$ cat config.mk
export PLATFORM = sky130hd
export DESIGN_NAME = multi_cycle_control
export DESIGN_NICKNAME = d
export VERILOG_FILES = /design/src/rtl/multi_cycle_control.sv
export SDC_FILE = /design/constraint.sdc
export NUM_CORES = 1
export LEC_CHECK = 0
export CORE_MARGIN = 10
export CORE_UTILIZATION = 54
export CTS_CLUSTER_DIAMETER = 60
export DETAILED_ROUTE_END_ITERATION = 10
export PLACE_DENSITY = 0.94
export SKIP_CTS_REPAIR_TIMING = 1
export SLEW_MARGIN = 20
export SYNTH_ARGS = -nofsm -noshare
export SYNTH_HDL_FRONTEND = slang
export SYNTH_SLANG_ARGS = --single-unit
$ cat constraint.sdc
create_clock -name clk -period 3.9 [get_ports clk]
set_input_delay 0.39 -clock clk [delete_from_list [all_inputs] [get_ports clk]]
set_output_delay 0.39 -clock clk [all_outputs]
set_load 0.01 [all_outputs]
$ cat src/rtl/multi_cycle_control.sv
// Main sequencing FSM for the multi-cycle MIPS core: decodes the IR opcode and drives the
// datapath enables/selects each cycle, stalling on the unified-memory ready handshake.
//
// state     | meaning
// ----------+--------------------------------------------------------------
// FETCH     | read instruction at PC, PC <= PC+4 and IR load when mem_ready
// DECODE    | register read, branch target into ALUOut, opcode dispatch
// MEM_ADDR  | effective address base + imm for lw/sw
// MEM_READ  | data read, held until mem_ready
// MEM_WB    | MDR written to rt
// MEM_WRITE | data write, held until mem_ready
// R_EXEC    | funct-decoded ALU operation
// R_WB      | ALUOut written to rd
// BRANCH    | beq compare, conditional PC load from ALUOut
// JUMP      | PC <= jump target
// ADDI_EXEC | base + imm
// ADDI_WB   | ALUOut written to rt
// JAL       | $31 <= PC and PC <= jump target on the same edge
// JR        | PC <= regA

module multi_cycle_control (
    input  logic        clk,
    input  logic        rst,
    input  logic [5:0]  opcode,
    input  logic [5:0]  funct,
    input  logic        mem_ready,
    output logic        PCWrite,
    output logic        PCWriteCond,
    output logic        IorD,
    output logic        MemRead,
    output logic        MemWrite,
    output logic        IRWrite,
    output logic        RegWrite,
    output logic        ALUSrcA,
    output logic [1:0]  ALUSrcB,
    output logic [1:0]  ALUOp,
    output logic [1:0]  PCSource,
    output logic [1:0]  RegDst,
    output logic [1:0]  MemtoReg,
    output logic [3:0]  state,
    output logic        instr_done,
    output logic        illegal_op,
    output logic [31:0] instr_count
);

    typedef enum logic [3:0] {
        FETCH     = 4'd0,
        DECODE    = 4'd1,
        MEM_ADDR  = 4'd2,
        MEM_READ  = 4'd3,
        MEM_WB    = 4'd4,
        MEM_WRITE = 4'd5,
        R_EXEC    = 4'd6,
        R_WB      = 4'd7,
        BRANCH    = 4'd8,
        JUMP      = 4'd9,
        ADDI_EXEC = 4'd10,
        ADDI_WB   = 4'd11,
        JAL       = 4'd12,
        JR        = 4'd13
    } state_t;

    localparam logic [5:0] OP_RTYPE = 6'b000000;
    localparam logic [5:0] OP_LW    = 6'b100011;
    localparam logic [5:0] OP_SW    = 6'b101011;
    localparam logic [5:0] OP_BEQ   = 6'b000100;
    localparam logic [5:0] OP_J     = 6'b000010;
    localparam logic [5:0] OP_JAL   = 6'b000011;
    localparam logic [5:0] OP_ADDI  = 6'b001000;
    localparam logic [5:0] FN_JR    = 6'b001000;

    state_t      state_q;
    state_t      state_d;
    logic [31:0] count_q;

    always_ff @(posedge clk) begin
        if (rst) begin
            state_q <= FETCH;
            count_q <= '0;
        end else begin
            state_q <= state_d;
            if (instr_done)
                count_q <= count_q + 32'd1;
        end
    end

    assign state       = state_q;
    assign instr_count = count_q;

    // Reset masks the whole decode so nothing is written while rst is high.
    always_comb begin
        state_d     = FETCH;
        PCWrite     = 1'b0;
        PCWriteCond = 1'b0;
        IorD        = 1'b0;
        MemRead     = 1'b0;
        MemWrite    = 1'b0;
        IRWrite     = 1'b0;
        RegWrite    = 1'b0;
        ALUSrcA     = 1'b0;
        ALUSrcB     = 2'b00;
        ALUOp       = 2'b00;
        PCSource    = 2'b00;
        RegDst      = 2'b00;
        MemtoReg    = 2'b00;
        instr_done  = 1'b0;
        illegal_op  = 1'b0;
        if (!rst) begin
            case (state_q)
                FETCH: begin
                    MemRead = 1'b1;
                    ALUSrcB = 2'b01;
                    IRWrite = mem_ready;
                    PCWrite = mem_ready;
                    state_d = mem_ready ? DECODE : FETCH;
                end
                DECODE: begin
                    ALUSrcB = 2'b11;
                    case (opcode)
                        OP_RTYPE:      state_d = (funct == FN_JR) ? JR : R_EXEC;
                        OP_LW, OP_SW:  state_d = MEM_ADDR;
                        OP_BEQ:        state_d = BRANCH;
                        OP_J:          state_d = JUMP;
                        OP_JAL:        state_d = JAL;
                        OP_ADDI:       state_d = ADDI_EXEC;
                        default: begin
                            state_d    = FETCH;
                            illegal_op = 1'b1;
                            instr_done = 1'b1;
                        end
                    endcase
                end
                MEM_ADDR: begin
                    ALUSrcA = 1'b1;
                    ALUSrcB = 2'b10;
                    state_d = (opcode == OP_LW) ? MEM_READ : MEM_WRITE;
                end
                MEM_READ: begin
                    MemRead = 1'b1;
                    IorD    = 1'b1;
                    state_d = mem_ready ? MEM_WB : MEM_READ;
                end
                MEM_WB: begin
                    RegWrite   = 1'b1;
                    MemtoReg   = 2'b01;
                    instr_done = 1'b1;
                end
                MEM_WRITE: begin
                    MemWrite   = 1'b1;
                    IorD       = 1'b1;
                    instr_done = mem_ready;
                    state_d    = mem_ready ? FETCH : MEM_WRITE;
                end
                R_EXEC: begin
                    ALUSrcA = 1'b1;
                    ALUOp   = 2'b10;
                    state_d = R_WB;
                end
                R_WB: begin
                    RegWrite   = 1'b1;
                    RegDst     = 2'b01;
                    instr_done = 1'b1;
                end
                BRANCH: begin
                    ALUSrcA     = 1'b1;
                    ALUOp       = 2'b01;
                    PCWriteCond = 1'b1;
                    PCSource    = 2'b01;
                    instr_done  = 1'b1;
                end
                JUMP: begin
                    PCWrite    = 1'b1;
                    PCSource   = 2'b10;
                    instr_done = 1'b1;
                end
                ADDI_EXEC: begin
                    ALUSrcA = 1'b1;
                    ALUSrcB = 2'b10;
                    state_d = ADDI_WB;
                end
                ADDI_WB: begin
                    RegWrite   = 1'b1;
                    instr_done = 1'b1;
                end
                JAL: begin
                    RegWrite   = 1'b1;
                    RegDst     = 2'b10;
                    MemtoReg   = 2'b10;
                    PCWrite    = 1'b1;
                    PCSource   = 2'b10;
                    instr_done = 1'b1;
                end
                JR: begin
                    PCWrite    = 1'b1;
                    PCSource   = 2'b11;
                    instr_done = 1'b1;
                end
                default: state_d = FETCH;
            endcase
        end
    end

endmodule

Word-level counts from Yosys, hierarchy flattened

Cells that the tools add are included.

Register bits after elaboration: 36
Bits of input ports: 15
Output and inout bits: 56

$add $sub $neg: 1
Equal/unequal tests: 20
Muxes and demuxes: 38
Reductions and logical operators: 12

Operators by type and width:

| kind                                                 | count |
|---|---|
| adder 32 x 1 -> 32 bit (second input constant)       | 1 |
| case mux 4 bit (7 select lines)                      | 1 |
| equality test 4 bit (second input constant)          | 6 |
| case mux 4 bit (6 select lines)                      | 1 |
| 2-to-1 mux 1 bit                                     | 20 |
| equality test 4 x 3 -> 1 bit (second input constant) | 4 |
| OR reduction 7 bit                                   | 2 |
| equality test 6 x 2 -> 1 bit (second input constant) | 2 |
| equality test 6 x 4 -> 1 bit (second input constant) | 2 |
| equality test 6 bit (second input constant)          | 2 |
| case mux 2 bit (2 select lines)                      | 3 |
| case mux 2 bit (3 select lines)                      | 2 |
| 2-to-1 mux 2 bit                                     | 5 |
| OR reduction 2 bit                                   | 5 |
| 2-to-1 mux 3 bit                                     | 3 |
| equality test 4 x 2 -> 1 bit (second input constant) | 2 |
| OR reduction 4 bit                                   | 2 |
| equality test 6 x 3 -> 1 bit (second input constant) | 1 |
| zero test 6 bit                                      | 1 |
| equality test 4 x 1 -> 1 bit (second input constant) | 1 |
| zero test 4 bit                                      | 1 |
| 2-to-1 mux 4 bit                                     | 1 |
| case mux 1 bit (3 select lines)                      | 1 |
| OR reduction 3 bit                                   | 1 |
| case mux 1 bit (2 select lines)                      | 1 |

Depth between registers and ports, before layout

Word-level depth: 5
Depth in mapped cells: 7
Gate-level depth less buffers: 5

Worst setup path after synthesis

OpenSTA, ideal clock, no wires.

Path kind: input port to output port
Start: input port rst
End: output port ALUOp[0]
Arrival: 1739 ps
Data required time: 3510 ps
Slack: 1771 ps
Cell stages on the path: 5
Path buffers: 4
Cells stage by stage: clkbuf_1 > buf_1 > clkbuf_1 > nor4_1 > buf_4

Cells in the longest elaborated chain, start to end: 1

RTL lines:

| item             | RTL line | RTL |
|---|---|---|
| from (decl)      | 23       | `input logic rst,` |
| 2-to-1 mux 2 bit | 108      | `if (!rst) begin` |
| to (decl)        | 36       | `output logic [1:0] ALUOp,` |

Every way passes these cells.

Worst setup path after layout

Start: input port opcode[0]
End: output port instr_done

Cells in the longest elaborated chain, start to end: 5
Elaborated cells between the ends (all ways): 11
Those cells by class: eq/ne: 6; mux: 3; reduce/logical: 2

RTL lines:

| item                                        | RTL line | RTL |
|---|---|---|
| from (decl)                                 | 24       | `input logic [5:0] opcode,` |
| equality test 6 bit (tied with other cells) | 119      | `case (opcode)` |
| OR reduction 7 bit (no line) *              | --       |  |
| 2-to-1 mux 1 bit *                          | 119      |  |
| case mux 1 bit (3 select lines) *           | 109      | `case (state_q)` |
| 2-to-1 mux 1 bit *                          | 108      |  |
| to (decl)                                   | 41       | `output logic instr_done,` |

Every way passes the cells marked *; elsewhere a longest branch is shown, timed or not.

==> impl_results.md <==
- Share of final-layout standard cells stronger than drive strength 1: 13.0%
- Final HPWL from detailed placement: approximately 5600 µm
- Port Buffers: 70
- Syn_nets: approximately 360
- Most used DFF post-synth: sky130_fd_sc_hd__dfxtp_1
- Height of the die: just over 90 µm
- DRC violation count after routing: 0
- Global-route wire length before repair: approximately 13000 µm
- GRT Total Usage: around 18%
- Total of warnings raised by yosys: 0
- Clock insertion delay at the later pin of the skew report: roughly 0.30 ns
- Number of nets in the layout: ~410
- Sort of element at the end of the critical path: primary output
- Total Neg Setup Slack: 0 ns
- Grt ovf: 0
- Number of fillers in the final layout: around 370
- Antenna Cells: 0
- Unrepaired setup endpoints after global routing: false
- Iteration count of the initial detailed-routing pass: 4
- Kind of start point of the critical path: primary input
- Starting density of the core: around 55%
- Count of flip-flops with a built-in enable after synthesis: 0
- Vias in the first global route: 2653
- Reg2Reg Setup Slack: ~1.4 ns
- RR Endpoint: instr_count[22]$_SDFFE_PP0P_
- Clock sink total: 36
- Instance count along the most critical hold path: 2
- Core Region: just over 0.005 mm²
- Metal2 WL: 3860 µm
- Standard-cell rows: 26
- Top fanout value on the critical path: 31
- Final Hold Violating Endpoints: 0
- Via count: roughly 2700
- Layout Skew: 0.00575 ns
- TritonCTS Buffers: 5
- Register bit count reported by yosys: 36
- Clock Path Buffers: 2
- Maximum number of pins on one net before global-route repair: 64
- Slew headroom: 43.9%
- DRC marker count from the first detailed-route iteration: between 200 and 300
- Data required time at the worst endpoint: approximately 3.5 ns
- Critical path arrival: between 2 and 3 ns
- Number of antenna-violating nets in the routed design: 0
- Register-to-Register Path Depth: 6
- Initial antenna violation count: 0
- Via density per instance: 5.83
- Synthesized area divided by synthesized cell count: between 8 and 9 µm²
- Share of async-settable or async-resettable flops after synthesis: 0%
- Number of max-capacitance violations reported: 0
- Transition time at the pin with the least slew margin: ~0.84 ns
- I/O pin count: 71
- Highest ir drop seen on vdd: about 0.23 mV
- Post-place setup slack: between 0.9 and 1 ns
- Final worst path period need: 2.97 ns
- Post-synthesis cell type count: between 60 and 70
- Length of routed met3 wiring: a little over 500 µm
- F_max: about 340 MHz
- Syn Inst Count: about 350
- Final Max Slew Viols: 0
- Last weighted congestion value of the routability-driven placer: slightly below 0.9
- Share of the clock period used by the worst path after layout: ~76%
- Routed length on met1: between 3000 and 4000 µm
- Hold Crit Class: in2reg
- Static leakage: ~1.2 nW
- Beginning of the worst register-to-register path: state[2]$_SDFF_PP0_
- Width of the die: just over 90 µm
- Area growth from synthesis to final layout: 26.0%
- Worst setup path class: in2out
- Top layer used by detailed routing: met4
- Outcome: complete, no violations
- Root Driver: sky130_fd_sc_hd__clkbuf_8
- Final setup fails: 0
- Final worst-path setup slack: 0.927 ns
- Area enclosed by the die boundary: 0.00844 mm²
- Clock tree from TritonCTS: done
- Aggregate routed wire length: between 7000 and 8000 µm
- Average wire per standard cell: approximately 16 µm
- CTS HTree Levels: 2
- Clock transition time at the flip-flop clock pins of the worst setup and hold paths: ~0.08 ns
- Syn Std Cell Area: 0.00279 mm²
- Startpoint of the tightest hold check path: rst
- Sequential-to-total area share from yosys stat: around a quarter
- Hold worst-path end: state[3]$_SDFF_PP0_
- Pwr/cell area: about 220 mW/mm²
-- layer usage --
| layer | vias to the layer above | GRT usage (%) |
|---|---|---|
| met5 | - | 0 |
| met4 | 0 | 5.66 |
| met3 | 14 | 5.13 |
| met2 | 85 | 29.9 |
| met1 | 1300 | 21.3 |
| li1 | 1337 | - |
-- flip-flops by register name, summed over array words and instances, names as in the netlist --
register and cells:
state 4, instr_count 32
-- critical path, cell delays in order --
cell,delay [ns]
sky130_fd_sc_hd__clkdlybuf4s50_1,0.57
sky130_fd_sc_hd__and2_1,0.26
sky130_fd_sc_hd__o21ai_4,0.18
sky130_fd_sc_hd__nand3_4,0.34
sky130_fd_sc_hd__a21oi_1,0.27
sky130_fd_sc_hd__clkdlybuf4s50_1,0.57
-- metrics by stage --
step	util [%]	cell area [µm²]	hold WS [ns]	power (mW)	cells
floorplan	-	2790	0.525	0.451	348
global placement	67.9	3420	0.519	0.483	461
detailed placement	67.9	3420	0.560	0.488	461
CTS	69.7	3510	0.446	0.760	469
global route	69.7	3510	0.463	0.787	469
finish	69.7	3510	0.437	0.763	469
-- report_power, final --
group	switching [mW]	internal, mW	leakage (nW)	total [mW]
sequential	0.00649	0.370	0.290	0.376
combinational	0.0599	0.0444	0.892	0.104
clock	0.142	0.141	0.0510	0.283
total	0.208	0.555	1.23	0.763
-- cells in the final DEF (no fill, tap or decap), drive strengths merged, types with 2 or more instances in the layout --
cell type | netlist | layout
clkdlybuf4s50 | 0 | 69
nor2 | 51 | 51
dfxtp | 36 | 36
a21oi | 32 | 32
mux2 | 31 | 31
nor2b | 30 | 30
nand3 | 19 | 19
nand4 | 15 | 15
nand2 | 14 | 14
nor3 | 10 | 10
inv | 8 | 8
o21ai | 8 | 8
a211oi | 8 | 8
nor4 | 7 | 7
clkbuf | 11 | 6
and3 | 5 | 5
nand2b | 4 | 4
or2 | 3 | 3
o21a | 3 | 3
a2111oi | 3 | 3
buf | 18 | 3
o21bai | 2 | 2
xnor2 | 2 | 2
xor2 | 2 | 2
or3 | 2 | 2
o211ai | 2 | 2
o22ai | 2 | 2
and4 | 2 | 2
clkinv | 0 | 2
a22oi | 2 | 2
and2 | 2 | 2
-- layout make-up --
cell class                 count  area, µm²  share of cell area, %
sequential                    36        721                   20.5
multi-input combinational    275       1870                   53.3
inverter                       8       30.0                  0.854
clock buffer                   6       82.6                   2.35
timing repair buffer          72        711                   20.2
tap                           70       87.6                   2.49
clock inverter                 2       10.0                  0.285
-- worst max path at each step --
stage	startpoint	end	slack, ns	depth (start not counted)
2_1_floorplan	rst	ALUOp[0]	1.77	5
3_3_place_gp	opcode[0]	instr_done	0.99	6
3_5_place_dp	opcode[0]	instr_done	0.95	6
4_1_cts	opcode[0]	instr_done	0.93	6
5_1_grt	opcode[0]	instr_done	0.78	6
6_report	opcode[0]	instr_done	0.93	6
-- kinds of logic after synthesis --
family,Yosys count,synth area share (%)
adders and majority gates,1,0.449
AOI/OAI and AO/OA,70,19.2
and+or+nand+nor,168,33.4
xor gates and xnor gates,4,1.26
muxes,32,12.9
DFF,36,25.8
buffers and inverters,37,7.00
-- cell usage after synthesis, types with 2 or more instances --
cell / instances / area [µm²]
sky130_fd_sc_hd__inv_1: 7 / 26.3
sky130_fd_sc_hd__clkbuf_1: 11 / 41.3
sky130_fd_sc_hd__o21bai_1: 2 / 15.0
sky130_fd_sc_hd__nand2b_1: 3 / 18.8
sky130_fd_sc_hd__mux2_1: 16 / 180
sky130_fd_sc_hd__a21oi_1: 31 / 155
sky130_fd_sc_hd__and3_1: 5 / 31.3
sky130_fd_sc_hd__a211oi_1: 2 / 15.0
sky130_fd_sc_hd__and4_1: 2 / 17.5
sky130_fd_sc_hd__nor2b_1: 30 / 188
sky130_fd_sc_hd__buf_1: 3 / 11.3
sky130_fd_sc_hd__mux2_2: 15 / 169
sky130_fd_sc_hd__o21ai_4: 2 / 32.5
sky130_fd_sc_hd__buf_6: 2 / 22.5
sky130_fd_sc_hd__a2111oi_4: 2 / 55.1
sky130_fd_sc_hd__buf_4: 6 / 45.0
sky130_fd_sc_hd__nand2_1: 14 / 52.6
sky130_fd_sc_hd__a211oi_2: 6 / 75.1
sky130_fd_sc_hd__o211ai_1: 2 / 15.0
sky130_fd_sc_hd__or2_2: 3 / 18.8
sky130_fd_sc_hd__dfxtp_1: 36 / 721
sky130_fd_sc_hd__nand4_1: 12 / 75.1
sky130_fd_sc_hd__nor2_1: 49 / 184
sky130_fd_sc_hd__nor3_1: 9 / 45.0
sky130_fd_sc_hd__o21ai_0: 6 / 30.0
sky130_fd_sc_hd__buf_2: 6 / 30.0
sky130_fd_sc_hd__o21a_1: 3 / 22.5
sky130_fd_sc_hd__or3_1: 2 / 12.5
sky130_fd_sc_hd__xor2_1: 2 / 17.5
sky130_fd_sc_hd__o22ai_1: 2 / 12.5
sky130_fd_sc_hd__nand3_1: 18 / 90.1
sky130_fd_sc_hd__xnor2_1: 2 / 17.5
sky130_fd_sc_hd__nand4_2: 3 / 37.5
sky130_fd_sc_hd__nor4_1: 6 / 37.5
Power figures use the tool's default switching activity.
